==> src/rtl/uart_tx_sequencer.sv <==
// Word FIFO plus byte sequencer that feeds a byte-wide UART transmitter, LSB byte first.
// Optional macro WORD_TERMINATOR_EN appends a 0x0A byte after every word.
module uart_tx_sequencer #(
    parameter int WORD_LENGTH = 32,
    parameter int FIFO_DEPTH  = 4
) (
    input  logic                   clk,
    input  logic                   reset,
    input  logic                   word_valid,
    input  logic [WORD_LENGTH-1:0] word_data,
    output logic                   word_ready,
    input  logic                   tx_done,
    output logic                   tx_start,
    output logic [7:0]             tx_data,
    output logic                   busy,
    output logic                   overflow
);

    localparam int NBYTES = WORD_LENGTH / 8;
    localparam int AW     = $clog2(FIFO_DEPTH);
    localparam int CW     = $clog2(NBYTES + 1);

    localparam logic [AW:0]   PTR_ONE   = (AW+1)'(1);
    localparam logic [AW:0]   FULL_CNT  = (AW+1)'(FIFO_DEPTH);
    localparam logic [CW-1:0] LAST_BYTE = CW'(NBYTES - 1);

`ifdef WORD_TERMINATOR_EN
    typedef enum logic [2:0] {IDLE, LOAD, SEND, WAIT, TERM} state_t;
`else
    typedef enum logic [1:0] {IDLE, LOAD, SEND, WAIT} state_t;
`endif

    state_t                 state_q, state_d;
    logic [WORD_LENGTH-1:0] mem_q [FIFO_DEPTH];
    logic [AW:0]            wr_ptr_q, rd_ptr_q, fill, fill_d;
    logic [WORD_LENGTH-1:0] shift_q, shift_d;
    logic [CW-1:0]          byte_cnt_q, byte_cnt_d;
    logic                   word_ready_q, overflow_q;
    logic                   push, pop, empty;

    // Pointers carry one extra bit so full and empty are distinguishable.
    assign fill  = wr_ptr_q - rd_ptr_q;
    assign empty = (fill == '0);
    assign push  = word_valid && word_ready_q;
    assign pop   = (state_q == IDLE) && !empty;

    always_comb begin
        fill_d = fill;
        if (push) fill_d = fill_d + PTR_ONE;
        if (pop)  fill_d = fill_d - PTR_ONE;
    end

    always_ff @(posedge clk) begin
        if (push) mem_q[wr_ptr_q[AW-1:0]] <= word_data;
    end

    always_ff @(posedge clk or posedge reset) begin
        if (reset) begin
            wr_ptr_q     <= '0;
            rd_ptr_q     <= '0;
            word_ready_q <= 1'b1;
            overflow_q   <= 1'b0;
            state_q      <= IDLE;
            shift_q      <= '0;
            byte_cnt_q   <= '0;
        end else begin
            if (push) wr_ptr_q <= wr_ptr_q + PTR_ONE;
            if (pop)  rd_ptr_q <= rd_ptr_q + PTR_ONE;
            word_ready_q <= (fill_d != FULL_CNT);
            overflow_q   <= overflow_q | (word_valid & ~word_ready_q);
            state_q      <= state_d;
            shift_q      <= shift_d;
            byte_cnt_q   <= byte_cnt_d;
        end
    end

    always_comb begin
        state_d    = state_q;
        shift_d    = shift_q;
        byte_cnt_d = byte_cnt_q;
        case (state_q)
            IDLE: begin
                if (!empty) begin
                    state_d    = LOAD;
                    shift_d    = mem_q[rd_ptr_q[AW-1:0]];
                    byte_cnt_d = '0;
                end
            end
            LOAD: state_d = SEND;
            SEND: state_d = WAIT;
            WAIT: begin
                if (tx_done) begin
                    if (byte_cnt_q < LAST_BYTE) begin
                        byte_cnt_d = byte_cnt_q + CW'(1);
                        shift_d    = shift_q >> 8;
                        state_d    = SEND;
                    end
`ifdef WORD_TERMINATOR_EN
                    // byte_cnt = NBYTES marks the terminator frame in WAIT.
                    else if (byte_cnt_q == LAST_BYTE) begin
                        byte_cnt_d = CW'(NBYTES);
                        shift_d    = WORD_LENGTH'(8'h0A);
                        state_d    = TERM;
                    end
`endif
                    else begin
                        state_d = IDLE;
                    end
                end
            end
`ifdef WORD_TERMINATOR_EN
            TERM: state_d = SEND;
`endif
            default: state_d = IDLE;
        endcase
    end

    assign tx_start   = (state_q == SEND);
    assign tx_data    = shift_q[7:0];
    assign busy       = (state_q != IDLE) || !empty;
    assign word_ready = word_ready_q;
    assign overflow   = overflow_q;

endmodule
==> config.mk <==
export PLATFORM = sky130hd
export DESIGN_NAME = uart_tx_sequencer
export DESIGN_NICKNAME = d
export VERILOG_FILES = /design/src/rtl/uart_tx_sequencer.sv
export SDC_FILE = /design/constraint.sdc
export NUM_CORES = 1
export LEC_CHECK = 0
export BUFFER_PORTS_ARGS = -buffer_cell sky130_fd_sc_hd__buf_4
export CORE_MARGIN = 1.5
export CORE_UTILIZATION = 47
export DETAILED_ROUTE_END_ITERATION = 6
export HOLD_SLACK_MARGIN = 0.06
export MAX_ROUTING_LAYER = met4
export PLACE_DENSITY = 0.76
export SETUP_SLACK_MARGIN = 0.2
export SYNTH_ARGS = -nofsm -noshare
export SYNTH_HDL_FRONTEND = slang
export SYNTH_SLANG_ARGS = --single-unit
export TNS_END_PERCENT = 50
==> constraint.sdc <==
create_clock -name clk -period 2.05 [get_ports clk]
set_input_delay 0.205 -clock clk [delete_from_list [all_inputs] [get_ports clk]]
set_output_delay 0.205 -clock clk [all_outputs]
set_load 0.05 [all_outputs]
Word-level counts from Yosys, hierarchy flattened
Memories as Yosys holds them, arrays and structs flattened.
Index checks and enable logic that the tools add are counted.
Word-level totals
  memories kept: 1
  memory bits (writable): 128
  bits in registers: 45
  logic and storage cells: 51
  output and inout port bits: 12
  input port bits: 36
Operators by class
  reductions and logical operators: 10
  muxes and demuxes: 16
  add/sub/neg operators: 6
  magnitude comparators: 1
  eq/ne operators: 7
  bitwise gates (word level): 3
Memories
  mem_q: words 4, bits a word 32, read ports 1, clocked after Yosys merged registers in 0, write ports 1, RTL line 34  | logic [WORD_LENGTH-1:0] mem_q [FIFO_DEPTH];
Operators with widths (number)
  $mux W32: 3
  $pmux W32 S2: 1
  $mux W3: 5
  $add A3 B1 Y3 const B: 4
  $pmux W2 S4: 1
  $mux W2: 3
  $ne A2 B2 Y1 const B: 3
  $pmux W3 S2: 1
  $eq A2 B2 Y1 const B: 2
  $reduce_and A4 Y1: 1
  $reduce_bool A2 Y1: 2
  $logic_not A3 Y1: 1
  $lt A3 B2 Y1 const B: 1
  $ne A3 B3 Y1 const B: 1
  $sub A3 B1 Y3 const B: 1
  $sub A3 B3 Y3: 1
  $eq A2 B1 Y1 const B: 1
  $logic_and A1 B1 Y1: 2
  $logic_not A2 Y1: 1
  $mux W1: 2
  $reduce_and A2 Y1: 1
  $and A1 B1 Y1: 1
  $logic_not A1 Y1: 1
  $logic_or A1 B1 Y1: 1
  2 further kinds: 2

Depth between registers and ports, before layout
  depth in word-level cells: 6
  gate-level depth with buffers: 9
  gate-level depth less buffers: 9

Worst setup path after synthesis
OpenSTA, ideal clock, no wires.
  path kind: reg-to-reg
  from: register wr_ptr_q[0]
  to: register word_ready_q, in the netlist word_ready
  arrival: 2.023 ns
  required time: 1.953 ns
  path slack: -0.070 ns
  period minus slack after synthesis: 2.120 ns
  stages on the path, launching flop included: 8
  path buffers: 0
  library setup time: 0.097 ns
  cells stage by stage: dfrtp_1 > inv_1 > ha_1 > fa_1 > ha_1 > or3_1 > a211oi_1 > a41oi_1
On the way
  cells in the longest elaborated chain, start to end: 6
  elaborated cells between the ends (all ways): 9
  those cells by class: add/sub (3); eq/ne (1); mux (2); reduce/logical (3)
Ends and longest elaborated chain
  start: declaration: RTL line 35  | logic [AW:0] wr_ptr_q, rd_ptr_q, fill, fill_d;
  start signal: assignment: RTL line 67  | if (push) wr_ptr_q <= wr_ptr_q + PTR_ONE;
  $sub A3 B3 Y3 (*): RTL line 42  | assign fill = wr_ptr_q - rd_ptr_q;
  $add A3 B1 Y3 or $logic_not A3 Y1 (tied branches): RTL line 49, 43
  $mux W3 or $logic_not A1 Y1 (tied branches): RTL line 49, 45
  $sub A3 B1 Y3 or $logic_and A1 B1 Y1 (tied branches): RTL line 50, 45
  $mux W3 (*): RTL line 50  | if (pop) fill_d = fill_d - PTR_ONE;
  $ne A3 B3 Y1 (*): RTL line 69  | word_ready_q <= (fill_d != FULL_CNT);
  end signal: assignment: RTL line 69
  end: declaration: RTL line 38  | logic word_ready_q, overflow_q;
Mark *: on every way between the ends. The rest lies on a longest branch, timed or not.
A chain may end at the register's enable or synchronous reset.

Final worst setup path
  from: register rd_ptr_q[0]
  to: output port busy
On the way
  cells in the longest elaborated chain, start to end: 4
Ends and longest elaborated chain
  start: declaration: RTL line 35
  start signal: assignment: RTL line 68  | if (pop) rd_ptr_q <= rd_ptr_q + PTR_ONE;
  $sub A3 B3 Y3: RTL line 42
  $logic_not A3 Y1: RTL line 43  | assign empty = (fill == '0);
  $logic_not A1 Y1: RTL line 120  | assign busy = (state_q != IDLE) || !empty;
  $logic_or A1 B1 Y1: RTL line 120
  end: declaration: RTL line 15  | output logic busy,
Every way passes these cells.

==> out/qor.csv <==
stage;metric;value;unit
timing;fin_crit_sh;114;%
floorplanning;ios;48;
clock_network;numClockSinks;173;
yosys;yosys_warnings;0;
global_route;grt_max_degree;40;
pwr;power_density;1620;nW/µm²
yosys;synth-edff-count;128;
timing;worstMarginPinSlew;700;ps
clock_network;cts_root_buf;clkbuf_16;
layout;fin_util;62.2;%
place;placed_area;7630;µm²
run_status;violations;setup timing;
layout;fillerInstances;1039;
yosys;synthFlopType;edfxtp_1;
pwr;p_leak;3.26;nW
setup_path;required;1850;ps
setup_path;crit_type;flop to output port;
floorplanning;die_width;125;µm
min_path;min_path_type;input pin to asynchronous set/reset pin;
floorplanning;rows;44;
route;drc_errors;0;
yosys;synth_nets;451;
yosys;ys_ff_latch;173;
clock_network;clk_pin_slew_worst_paths;60;ps
timing;worst_slack;-291;ps
yosys;synth_area;7010;µm²
global_route;antenna_found_initial;0;
pwr;peakVddDrop;0.943;mV
route;dr.pass1.iters;4;
place;place_inst;623;
clock_network;cts_tree;done;
layout;layout_common_cells;128 x edfxtp_1, 65 x buf_4, 53 x nand2_1;
yosys;ys_seq_area_share;70.9;%
layout;seqCellArea;4970;µm²
timing;clock.fmax;0.427;GHz
global_route;grt_use_total;19.6;%
timing;finalHoldViolations;0;
timing;timing.slew.headroom;53.4;%
yosys;synth_compound_area_share;7.21;%
yosys;avgSynthCellArea;17.3;µm²
clock_network;clk_path_buf_depth;2;
floorplanning;die_y;125;µm
timing;setup_violations;40;
layout;area_delta_synth_final;29.0;%
route;drt-total-wl;14400;µm
yosys;synth_xor_area_share;1.32;%
timing;grt_setup_unrepaired;yes;
layout;fin_area;9040;µm²
setup_path;startpoint_type;flop;
yosys;synth_async_sr_flop_share;26.0;%
route;wl_per_cell;20.5;µm
place;dp_hpwl;7820;µm
yosys;syn_inst;404;
setup_path;worstPathArrival;2140;ps
place;numPortBuffers;47;
route;drtAntennaViolNets;0;
layout;stdcell_count;701;
global_route;overflow;0;
layout;nets;551;
yosys;synth_cell_types;40;
route;dr_total_vias;3919;
timing;min_period;2340;ps
global_route;grt_pass1_wl;22400;µm
clock_network;clk_latency;430;ps
floorplanning;initial_utilization;48.2;%
clock_network;numCtsBuffers;17;
setup_path;cp_max_fo;4;
place;place_congestion;0.795;
yosys;synthSimpleGateAreaFrac;4.53;%
floorplanning;core;14500;µm²
run_status;outcome;finished with violations;
route;drtIter0Drc;278;
global_route;first_global_vias;4209;
layout;antenna_cells;0;
yosys;synth_fa_ha_area_share;2.07;%
floorplanning;die_area;15700;µm²
route;avgViaCountPerCell;5.59;
layout;layout.cells.most_common;edfxtp_1;
run;cap_viol_max_count;0;
yosys;synth_top_family_by_area;multiplexers;
layout;drive_gt1_share;38.1;%
layout;multi_input_area;2190;µm²
clock_network;htree_levels;4;
setup_path;end_kind;output port;
timing;fin_skew;7.64;ps
yosys;synthMuxAreaShare;10.6;%
timing;finalMaxSlewViolations;0;
## layout make-up
class | instances | share of cell area, %
Timing Repair Buffer | 109 | 11.1
Clock inverter | 10 | 1.81
Clock buffer | 22 | 5.02
Inverter | 8 | 0.332
Sequential cell | 173 | 55.0
Multi-Input combinational cell | 195 | 24.2
Tap cell | 184 | 2.55
## worst paths after layout
kind | slack, ps | cells after the start | from | to
worst max-delay path | -290 | 6 | rd_ptr_q[0]$_DFFE_PP0P_ | busy
worst min-delay path | 230 | 3 | reset | shift_q[24]$_DFFE_PP0P_
worst max register to register | -250 | 10 | rd_ptr_q[0]$_DFFE_PP0P_ | shift_q[22]$_DFFE_PP0P_
worst min register to register | 460 | 1 | overflow$_DFF_PP0_ | overflow$_DFF_PP0_
max in group asynchronous | 1070 | 4 | reset | rd_ptr_q[0]$_DFFE_PP0P_
min in group clk | 460 | 1 | overflow$_DFF_PP0_ | overflow$_DFF_PP0_
## sequential cells by signal, indices dropped and copies added, names as in the netlist
signal / flops
mem_q: 128
shift_q: 32
byte_cnt_q: 3
rd_ptr_q: 3
wr_ptr_q: 3
state_q: 2
overflow: 1
word_ready: 1
## critical path: stages (launching register included)
cell     delay [ps]
dfrtp_2         430
ha_4            160
fa_2            570
ha_4            170
nand3_4          80
buf_12          160
buf_12          140
## synthesized netlist by cell type (2+ instances only)
master	number	share of area (%)
a22o_1	8	1.0
nand2_1	53	2.8
inv_1	8	0.43
clkbuf_1	7	0.37
dfrtp_1	44	16
buf_2	7	0.50
a21oi_1	25	1.8
and3_1	4	0.36
xnor2_1	4	0.50
nor2_1	3	0.16
a21o_1	2	0.21
a31oi_2	14	2.5
nand3_1	2	0.14
edfxtp_1	128	55
a31oi_1	12	1.1
mux4_2	32	10
ha_1	10	1.8
buf_6	5	0.80
o21ai_0	2	0.14
mux2_2	2	0.32
nand2b_1	2	0.18
buf_4	11	1.2
xor2_1	2	0.25
## layer usage
metal  vias to the layer above  global-route usage (%)  share of wire, %
met5                         -                       -                 0
met4                         0                    8.29               2.8
met2                       106                    30.8                50
li1                       1755                       -                 -
met3                        34                    4.58               4.2
met1                      2024                    24.6                43
## what timing repair did
action	CTS	global route
hold endpoints to repair	144	0
buffers inserted	5	2
endpoints found under the setup margin	41	74
gates resized for setup	43	19
cloned	3	1
hold buffers	35	0
pin swaps	9	4
## report_power, final
part / internal (mW) / switching, mW
clock: 2.08 / 1.29
sequential: 4.74 / 0.513
combinational: 2.69 / 3.36
total: 9.51 / 5.16
## kinds of logic after synthesis
logic type | Yosys count
xor+xnor | 8
buf+inv | 39
fa+ha+maj | 11
compound gates | 67
flops | 173
mux | 34
simple gates | 72
## stage by stage
step | hold WS (ps) | total power [mW] | setup TNS [ps] | worst slack, ps
after floorplan | 304 | 8.97 | -53.8 | -53.8
after global placement | 103 | 9.96 | -17.4 | -17.4
final | 229 | 14.7 | -7910 | -291
after CTS | 213 | 14.3 | -4390 | -320
after detailed placement | 114 | 10.2 | -143 | -78.2
after global routing | 225 | 15.3 | -10010 | -344
(Power assumes the default switching activity.)
